<file path="src/rtl/text_rx_pkg.sv">
// Shared ASCII control codes, FSM state encoding and character classification
// for the text receiver.
package text_rx_pkg;

  localparam logic [7:0] ASCII_BS    = 8'h08;
  localparam logic [7:0] ASCII_CR    = 8'h0D;
  localparam logic [7:0] ASCII_ESC   = 8'h1B;
  localparam logic [7:0] ASCII_SPACE = 8'h20;

  typedef enum logic [2:0] {
    IDLE,
    DECODE,
    WRITE,
    CLEAR,
    ECHO
  } state_t;

  function automatic logic is_printable(input logic [6:0] code);
    return (code >= 7'h20) && (code <= 7'h7E);
  endfunction

endpackage

</file>
<file path="src/rtl/byte_fifo.sv">
// Small synchronous FIFO with first-word-fall-through read; DEPTH must be a power of 2.
// A push into a full FIFO is accepted only when a pop happens in the same cycle.
module byte_fifo #(
  parameter int DEPTH = 8,
  parameter int WIDTH = 8,
  localparam int PW = $clog2(DEPTH),
  localparam int CW = PW + 1
) (
  input  logic             clk,
  input  logic             reset,
  input  logic             push,
  input  logic             pop,
  input  logic [WIDTH-1:0] din,
  output logic [WIDTH-1:0] dout,
  output logic             full,
  output logic             empty,
  output logic [CW-1:0]    count
);

  logic [WIDTH-1:0] mem [DEPTH];
  logic [PW-1:0]    rd_ptr;
  logic [PW-1:0]    wr_ptr;
  logic             push_ok;
  logic             pop_ok;

  assign full    = (count == CW'(DEPTH));
  assign empty   = (count == '0);
  assign pop_ok  = pop && !empty;
  assign push_ok = push && (!full || pop_ok);
  assign dout    = mem[rd_ptr];

  // NOTE: storage has no reset; validity is tracked by count, so clearing the array would only cost flops.
  always_ff @(posedge clk) begin
    if (push_ok) mem[wr_ptr] <= din;
  end

  // NOTE: every sequential assignment is non-blocking so all registers update from pre-edge values.
  always_ff @(posedge clk or posedge reset) begin
    if (reset) begin
      rd_ptr <= '0;
      wr_ptr <= '0;
      count  <= '0;
    end else begin
      if (push_ok) wr_ptr <= wr_ptr + 1'b1;
      if (pop_ok)  rd_ptr <= rd_ptr + 1'b1;
      case ({push_ok, pop_ok})
        2'b10:   count <= count + 1'b1;
        2'b01:   count <= count - 1'b1;
        default: ;
      endcase
    end
  end

endmodule

</file>
<file path="src/rtl/text_receiver.sv">
// UART byte receiver driving a character-cell display with cursor, backspace, CR and clear.
// Define TEXT_RX_ECHO_EN to echo each written printable byte back toward the UART transmitter.
module text_receiver
  import text_rx_pkg::*;
#(
  parameter int COLS       = 32,
  parameter int ROWS       = 8,
  parameter int FIFO_DEPTH = 8,
  localparam int CELLS = COLS * ROWS,
  localparam int AW    = $clog2(CELLS)
) (
  input  logic          clk,
  input  logic          reset,
  input  logic [7:0]    rx_data,
  input  logic          rx_valid,
  input  logic          disp_ready,
  output logic          disp_we,
  output logic [AW-1:0] disp_addr,
  output logic [7:0]    disp_char,
  output logic [AW-1:0] cursor,
  output logic          busy,
  output logic          overflow,
`ifdef TEXT_RX_ECHO_EN
  output logic [7:0]    tx_data,
  output logic          tx_start,
  input  logic          tx_busy,
`endif
  output logic [11:0]   led
);

  localparam int CW = $clog2(FIFO_DEPTH) + 1;

  state_t        state, state_next;
  logic [7:0]    cur_byte;
  logic [AW-1:0] wr_addr;
  logic [7:0]    wr_char;
  logic          wr_adv;
  logic [AW-1:0] clr_addr;
  logic [8:0]    led_byte;
  logic [2:0]    occupancy;

  logic          pop, full, empty;
  logic [7:0]    fifo_dout;
  logic [CW-1:0] count;

  logic          is_print, is_bs, is_cr, is_esc;
  logic          clr_last;
  logic [AW-1:0] cursor_inc, cr_target;

  byte_fifo #(.DEPTH(FIFO_DEPTH), .WIDTH(8)) u_fifo (
    .clk   (clk),
    .reset (reset),
    .push  (rx_valid),
    .pop   (pop),
    .din   (rx_data),
    .dout  (fifo_dout),
    .full  (full),
    .empty (empty),
    .count (count)
  );

  // Classification ignores the lang bit.
  assign is_print   = is_printable(cur_byte[6:0]);
  assign is_bs      = (cur_byte[6:0] == ASCII_BS[6:0]);
  assign is_cr      = (cur_byte[6:0] == ASCII_CR[6:0]);
  assign is_esc     = (cur_byte[6:0] == ASCII_ESC[6:0]);
  assign clr_last   = (clr_addr == AW'(CELLS - 1));
  assign cursor_inc = (cursor == AW'(CELLS - 1)) ? '0 : cursor + 1'b1;
  assign cr_target  = (int'(cursor) / COLS == ROWS - 1) ? '0
                    : AW'((int'(cursor) / COLS + 1) * COLS);

  assign occupancy = (int'(count) > 7) ? 3'd7 : 3'(count);
  assign led       = {occupancy, led_byte};
  assign busy      = (state != IDLE) || !empty;

  always_ff @(posedge clk or posedge reset) begin
    if (reset) state <= IDLE;
    else       state <= state_next;
  end

  // NOTE: every output of this block gets a default first, so no path can infer a latch.
  always_comb begin
    state_next = state;
    pop        = 1'b0;
    disp_we    = 1'b0;
    disp_addr  = '0;
    disp_char  = '0;
`ifdef TEXT_RX_ECHO_EN
    tx_start   = 1'b0;
`endif
    unique case (state)
      IDLE: begin
        if (!empty) begin
          pop        = 1'b1;
          state_next = DECODE;
        end
      end
      DECODE: begin
        if (is_print)                   state_next = WRITE;
        else if (is_bs && cursor != '0) state_next = WRITE;
        else if (is_esc)                state_next = CLEAR;
        else                            state_next = IDLE;
      end
      WRITE: begin
        disp_we   = 1'b1;
        disp_addr = wr_addr;
        disp_char = wr_char;
        if (disp_ready) begin
`ifdef TEXT_RX_ECHO_EN
          state_next = wr_adv ? ECHO : IDLE;
`else
          state_next = IDLE;
`endif
        end
      end
      CLEAR: begin
        disp_we   = 1'b1;
        disp_addr = clr_addr;
        disp_char = ASCII_SPACE;
        if (disp_ready && clr_last) state_next = IDLE;
      end
      ECHO: begin
`ifdef TEXT_RX_ECHO_EN
        if (!tx_busy) begin
          tx_start   = 1'b1;
          state_next = IDLE;
        end
`else
        state_next = IDLE;
`endif
      end
      default: state_next = IDLE;
    endcase
  end

  always_ff @(posedge clk or posedge reset) begin
    if (reset) begin
      cur_byte <= '0;
      wr_addr  <= '0;
      wr_char  <= '0;
      wr_adv   <= 1'b0;
      clr_addr <= '0;
      cursor   <= '0;
      led_byte <= '0;
      overflow <= 1'b0;
`ifdef TEXT_RX_ECHO_EN
      tx_data  <= '0;
`endif
    end else begin
      if (rx_valid && full && !pop) overflow <= 1'b1;
      unique case (state)
        IDLE: if (pop) cur_byte <= fifo_dout;
        DECODE: begin
          led_byte <= {cur_byte[7], cur_byte};
          if (is_print) begin
            wr_addr <= cursor;
            wr_char <= cur_byte;
            wr_adv  <= 1'b1;
          end else if (is_bs && cursor != '0) begin
            cursor  <= cursor - 1'b1;
            wr_addr <= cursor - 1'b1;
            wr_char <= ASCII_SPACE;
            wr_adv  <= 1'b0;
          end else if (is_cr) begin
            cursor <= cr_target;
          end else if (is_esc) begin
            clr_addr <= '0;
          end
        end
        WRITE: begin
          if (disp_ready && wr_adv) begin
            cursor <= cursor_inc;
`ifdef TEXT_RX_ECHO_EN
            tx_data <= cur_byte;
`endif
          end
        end
        CLEAR: begin
          if (disp_ready) begin
            clr_addr <= clr_addr + 1'b1;
            if (clr_last) cursor <= '0;
          end
        end
        default: ;
      endcase
    end
  end

endmodule

</file>
<file path="config.mk">
export PLATFORM = sky130hd
export DESIGN_NAME = text_receiver
export DESIGN_NICKNAME = d
export VERILOG_FILES = /design/src/rtl/text_rx_pkg.sv /design/src/rtl/byte_fifo.sv /design/src/rtl/text_receiver.sv
export SDC_FILE = /design/constraint.sdc
export NUM_CORES = 1
export LEC_CHECK = 0
export CAP_MARGIN = 0
export CORE_MARGIN = 2
export CORE_UTILIZATION = 57
export DETAILED_ROUTE_END_ITERATION = 16
export DONT_BUFFER_PORTS = 1
export GPL_ROUTABILITY_DRIVEN = 0
export PLACE_DENSITY = 0.78
export SETUP_SLACK_MARGIN = 0.4
export SYNTH_ARGS = -nofsm -noshare
export SYNTH_HDL_FRONTEND = slang
export SYNTH_SLANG_ARGS = --single-unit
</file>
<file path="constraint.sdc">
create_clock -name clk -period 2.55 [get_ports clk]
set_input_delay 0.3825 -clock clk [delete_from_list [all_inputs] [get_ports clk]]
set_output_delay 0.3825 -clock clk [all_outputs]
set_load 0.01 [all_outputs]
</file>
==> results of run 1 <==
==> Yosys cell counts (all sizes together) (2+ instances only) <==
library cell  instances  share of area
ha                   11          0.023
nand2                65          0.042
a22o                  8          0.012
edfxtp               64           0.33
o22ai                 3         0.0032
a2111oi               2         0.0040
nor3                  8         0.0068
nand3b                2         0.0026
clkbuf               18          0.012
a31oi                 2         0.0021
a221o                 2         0.0034
mux4                 16          0.061
or3b                  2         0.0030
o31ai                 3         0.0038
mux2i                19          0.032
or3                   3         0.0032
buf                  10         0.0081
a21oi                 9         0.0077
nand3                 9         0.0077
or2                   3         0.0032
xor2                 10          0.015
inv                  14         0.0089
nor3b                 2         0.0026
nand2b                5         0.0053
o2bb2ai               4         0.0060
dfrtp                62           0.26
and3                  6         0.0064
a21o                  3         0.0038
o211ai                2         0.0026
and2                 10          0.011
o21ai                31          0.027
a22oi                 2         0.0026
a211oi                3         0.0060
nor2                 35          0.022
nor2b                 6         0.0064
xnor2                13          0.019
nand4                 3         0.0032
==> registers in the layout, summed over array words and instances, names as in the netlist <==
signal         flops
u_fifo.mem        64
u_fifo.count       4
overflow           1
wr_char            8
led_byte           8
wr_addr            8
state              2
cur_byte           8
wr_adv             1
cursor             8
clr_addr           8
u_fifo.rd_ptr      3
u_fifo.wr_ptr      3
==> power groups by stage <==
stage | combinational, µW | sequential (µW) | clock, µW
final | 814 | 2580 | 2330
after global routing | 884 | 2610 | 2440
after CTS | 768 | 2560 | 2350
after detailed placement | 616 | 2620 | 0
after global placement | 584 | 2600 | 0
after floorplan | 485 | 2550 | 0
==> final cells by class <==
type	instances	area (µm²)
clock buffer	17	414
tap	136	170
multi-input combinational	314	2400
fill	678	2990
inverter	14	67.6
clock inverter	15	160
sequential	126	3480
timing repair buffer	60	504
==> routing by layer <==
layer / global-route usage / wire length (µm) / vias to the layer above
li1: - / - / 1862
met1: 0.311 / 5450 / 2040
met2: 0.420 / 6880 / 148
met3: 0.0686 / 752 / 24
met4: 0.0874 / 249 / 0
met5: 0 / 0 / -
==> cells by family (layout without fill, tap and decap cells) <==
kind of cell | count (synthesis) | after routing
simple gates | 164 | 164
fa+ha+maj | 11 | 11
mux | 36 | 36
xor+xnor | 23 | 23
flops | 126 | 126
buf+inv | 42 | 106
compound gates | 80 | 80
==> how the worst min path moves through the flow <==
stage	startpoint	end	slack (ns)	depth (start not counted)
final	disp_ready	clr_addr[1]	0.08	2
after global routing	disp_ready	state[1]	0.09	3
after CTS	disp_ready	clr_addr[1]	0.07	2
after detailed placement	reset	u_fifo.wr_ptr[2]	0.44	1
after global placement	reset	u_fifo.wr_ptr[2]	0.43	1
after floorplan	wr_addr[0]	wr_addr[0]	0.45	2
==> metrics by stage <==
step | instances | setup WS (ns) | cell area [µm²] | hold slack [ns]
2_1_floorplan | 482 | 0.366 | 5940 | 0.449
3_3_place_gp | 618 | 0.305 | 6200 | 0.426
3_5_place_dp | 618 | 0.191 | 6200 | 0.437
4_1_cts | 668 | 0.342 | 7000 | 0.0662
5_1_grt | 682 | 0.177 | 7200 | 0.0876
6_report | 682 | 0.272 | 7200 | 0.0802
==> critical path, stage by stage (launching register included) <==
cell and delay, ns:
dfrtp_2 0.44, or2_4 0.18, nor3_4 0.04, or3_4 0.36
inv_6 0.07, ha_4 0.14, xor2_1 0.18, ha_2 0.21
a21oi_2 0.04, xor2_1 0.17, nor2_1 0.13, xor2_1 0.21
==> repair_timing <==
action | 4_1_cts | 5_1_grt
hold endpoints to repair | 96 | 0
hold buffers | 10 | 0
cloned | 0 | 0
buffers inserted | 8 | 14
pin swaps | 7 | 15
resized for setup | 14 | 23
setup endpoints to repair | 21 | 68
==> impl_metrics.tcl, run 1 <==
set metrics [dict create \
    die_area_um2 11100 \
    syn_inst 482 \
    synth.mux.area_fraction 0.0956 \
    cts_num_sinks 126 \
    firstDrtPassIters 5 \
    grtUsageTotal 0.249 \
    synth-simple-area-share 0.132 \
    grt_overflow 0 \
    reg2reg_depth 11 \
    routed-via-count 4074 \
    rsz0062_at_grt "true" \
    finalNetCount 556 \
    htree_levels 4 \
    grt_pass1_wl_um 21100 \
    worstSetupEndpointType "flop" \
    power_density_nw_per_um2 795 \
    netlist_area_um2 5870 \
    clock_latency_ns 0.52 \
    p_clk_frac 0.407 \
    synthFlopType "edfxtp_1" \
    rr_startpoint "u_fifo.count[2]" \
    syn_nets 505 \
    synth-seq-cells 126 \
    crit_start "u_fifo.count[2]" \
    reg2reg_slack_ns 0.27 \
    synthAdderAreaFrac 0.0234 \
    fmax_ghz 0.439 \
    synth_cell_types 54 \
    clk_pin_slew_ns 0.06 \
    crit_path_end "u_fifo.count[2]" \
    io_buffers 0 \
    power.leakage_uw 0.00288 \
    grt_max_degree 33 \
    rows 37 \
    wire_per_inst_um 19.6 \
    synthToLayoutAreaGrowth_pct 22.5 \
    drtIter0Drc 298 \
    synth_edf_count 64 \
    io_pins 51 \
    avgSynthCellArea_um2 12.2 \
    grt_pass1_vias 4088 \
    period_minus_slack_ns 2.28 \
    drv_cap 0 \
    place_hpwl_um 8240 \
    relSlewSlack 0.497 \
    most-common-layout-cells "nand2_1 (65), edfxtp_1 (64), dfrtp_1 (57)" \
    synth_top_family_by_area "simple AND/OR/NAND/NOR gates" \
    fp.dieH_um 106 \
    cts_inserted_buffers 17 \
    drc 0 \
    synth-compound-area-share 0.0950 \
    internal_power_uw 4140 \
    status "finished, final reports clean" \
    pwr-share-comb 0.142 \
    setup_viol 0 \
    p_total_uw 5720 \
    path_max_fanout 6 \
    core_area_um2 10200 \
    vias_per_cell 5.97 \
    finClkSkew_ns 0.0100 \
    drive_gt1_frac 0.253 \
    crit_type "flop to flop" \
    worstPathArrival_ns 2.71 \
    die_w_um 106 \
    start_util 0.577 \
    root_buffer "clkbuf_8" \
    ir_drop_mv 0.519 \
    power_switching_uw 1580 \
    hold_viol 0 \
    ys_seq_area_frac 0.591 \
    layout_commonest_cell "nand2_1" \
    antenna_found_initial 0 \
    pwr-share-seq 0.451 \
    antenna_cells 0 \
    finalSetupTns_ns 0 \
    postLayoutCoreUtil 0.707 \
    swShare 0.276 \
    r2r_end "u_fifo.count[2]" \
    cts_max_path_buffers 2 \
    synth-xor-area-share 0.0343 \
    final_antenna_net_count 0 \
    worst_pin_slew_ns 0.754 \
    yosys_warnings 0 \
    startpoint_type "flop" \
    tritoncts "yes" \
    wirelength_um 13300 \
    finalMaxSlewViolations 0 \
    hold_path.class "primary input to flop" \
    finalCritPeriodShare 0.893 \
    async_flop_share 0.492 \
    cp.required_ns 2.98 \
]
Power figures use the tool's default switching activity.
==> run 2: changes to the inputs <==
--- a/config.mk
+++ b/config.mk
@@ -12,6 +12,7 @@
 export DONT_BUFFER_PORTS = 1
 export GPL_ROUTABILITY_DRIVEN = 0
 export PLACE_DENSITY = 0.78
+export REMOVE_ABC_BUFFERS = 1
 export SETUP_SLACK_MARGIN = 0.4
 export SYNTH_ARGS = -nofsm -noshare
 export SYNTH_HDL_FRONTEND = slang
==> run 2 against run 1 <==
Critical path type unchanged. Non-clock buffer count grew 3. Die area is the same. Largest cell class unchanged. Critical path depth is 1 lower. Final cell count increased by 0.73%. Sequential power hardly changed. Global-route usage rose by 1.1 points. Clock power hardly changed.
==> impl_metrics.tcl, run 2 (synthesized netlist as in run 1, its figures left out) <==
set metrics [dict create \
    status "finished, final reports clean" \
    hold_slack_ns 0.0389 \
    drc 0 \
    clock_latency_ns 0.53 \
    setup_viol 0 \
    start_util 0.577 \
    firstDrtPassIters 5 \
    antenna_found_initial 0 \
    tritoncts "yes" \
    power_density_nw_per_um2 790 \
    clk_pin_slew_ns 0.07 \
    die_w_um 106 \
    rows 37 \
    worstPathArrival_ns 2.67 \
    finalMaxSlewViolations 0 \
    power_switching_uw 1620 \
    io_pins 51 \
    p_clk_frac 0.403 \
    power.leakage_uw 0.00288 \
    drtIter0Drc 298 \
    drive_gt1_frac 0.270 \
    ir_drop_mv 0.845 \
    finalNetCount 561 \
    vias_per_cell 5.98 \
    antenna_cells 0 \
    rsz0062_at_grt "true" \
    wirelength_um 13800 \
    die_area_um2 11100 \
    wire_per_inst_um 20.1 \
    hold_viol 0 \
    place_inst 623 \
    largest_register_ffs 64 \
    grt_overflow 0 \
    root_buffer "clkbuf_8" \
    core_area_um2 10200 \
    grt_max_degree 33 \
    routed-via-count 4109 \
    max_flop_register "u_fifo.mem" \
    relSlewSlack 0.539 \
    pwr-share-comb 0.145 \
    cts_num_sinks 126 \
    period_minus_slack_ns 2.21 \
    worstSetupEndpointType "flop" \
    hold_path.class "primary input to flop" \
    grtUsageTotal 0.260 \
    path_max_fanout 3 \
    crit_type "flop to flop" \
    grt_pass1_wl_um 21900 \
    fin_cells 687 \
    postLayoutCoreUtil 0.708 \
    place_hpwl_um 8460 \
    finalSetupTns_ns 0 \
    fp.dieH_um 106 \
    grt_pass1_vias 4154 \
    htree_levels 4 \
    finalCritPeriodShare 0.869 \
    cp.required_ns 3.01 \
    synthToLayoutAreaGrowth_pct 22.8 \
    finClkSkew_ns 0.00981 \
    layout_commonest_cell "nand2_1" \
    internal_power_uw 4070 \
    most-common-layout-cells "nand2_1 (65), edfxtp_1 (64), dfrtp_1 (59)" \
    swShare 0.285 \
    drv_cap 0 \
    cts_inserted_buffers 17 \
    pwr-share-seq 0.452 \
    io_buffers 0 \
    worst_pin_slew_ns 0.686 \
    startpoint_type "flop" \
    cts_max_path_buffers 2 \
    final_antenna_net_count 0 \
    fmax_ghz 0.452 \
    p_total_uw 5700 \
]
[run 2: layout make-up]
class | instances | area [µm²]
inverters | 14 | 58.8
clock inverters | 15 | 151
repair inverters | 1 | 7.51
multi-input cells | 315 | 2420
clock buffers | 17 | 414
fillers | 640 | 2970
flip-flops and latches | 126 | 3480
well taps | 136 | 170
repair buffers | 63 | 510
[run 2: worst paths after layout]
kind	from	end	slack, ns	depth (start not counted)
max in group asynchronous	reset	clr_addr[2]	1.41	3
setup reg to reg	u_fifo.count[1]	u_fifo.count[3]	0.34	10
setup / recovery	u_fifo.count[1]	u_fifo.count[3]	0.34	10
min in group asynchronous	reset	overflow	0.41	2
hold reg to reg	wr_addr[1]	wr_addr[1]	0.49	2
hold / removal	rx_valid	overflow	0.04	2
[run 2: power by group through the flow]
| stage | clock, µW | sequential, µW | combinational [µW] |
|---|---|---|---|
| 6_report | 2300 | 2570 | 825 |
| 5_1_grt | 2410 | 2590 | 897 |
| 4_1_cts | 2310 | 2570 | 787 |
| 3_5_place_dp | 0 | 2600 | 658 |
| 3_3_place_gp | 0 | 2570 | 623 |
| 2_1_floorplan | 0 | 2560 | 444 |
[run 2: routing by layer]
| metal | global-route usage | part of all wire | vias to the layer above |
|---|---|---|---|
| met2 | 0.448 | 0.53 | 171 |
| met5 | 0 | 0 | - |
| met3 | 0.0711 | 0.063 | 34 |
| met1 | 0.315 | 0.39 | 2040 |
| li1 | - | - | 1864 |
| met4 | 0.0912 | 0.025 | 0 |
[run 2: per-stage QoR]
| stage | cell area, µm² | setup WS (ns) |
|---|---|---|
| 2_1_floorplan | 5760 | -0.116 |
| 3_3_place_gp | 6180 | 0.177 |
| 3_5_place_dp | 6180 | 0.0171 |
| 4_1_cts | 7070 | 0.265 |
| 5_1_grt | 7210 | 0.285 |
| 6_report | 7210 | 0.335 |
[run 2: critical path, cell delays in order, from the launching register on]
cell and delay, ns:
dfrtp_1 0.41, nor4b_2 0.25, o21ai_1 0.11, and2_1 0.19
inv_2 0.10, ha_4 0.16, or3b_4 0.38, o21ai_2 0.07
nand3b_1 0.13, a21oi_2 0.17, xor2_1 0.16
[run 2: what timing repair did]
item / CTS / global route
gates cloned: 1 / 1
hold endpoints to repair: 94 / 0
resized for setup: 35 / 21
setup endpoints to repair: 70 / 38
pin swaps: 12 / 15
hold buffers: 9 / 0
buffers inserted: 13 / 8
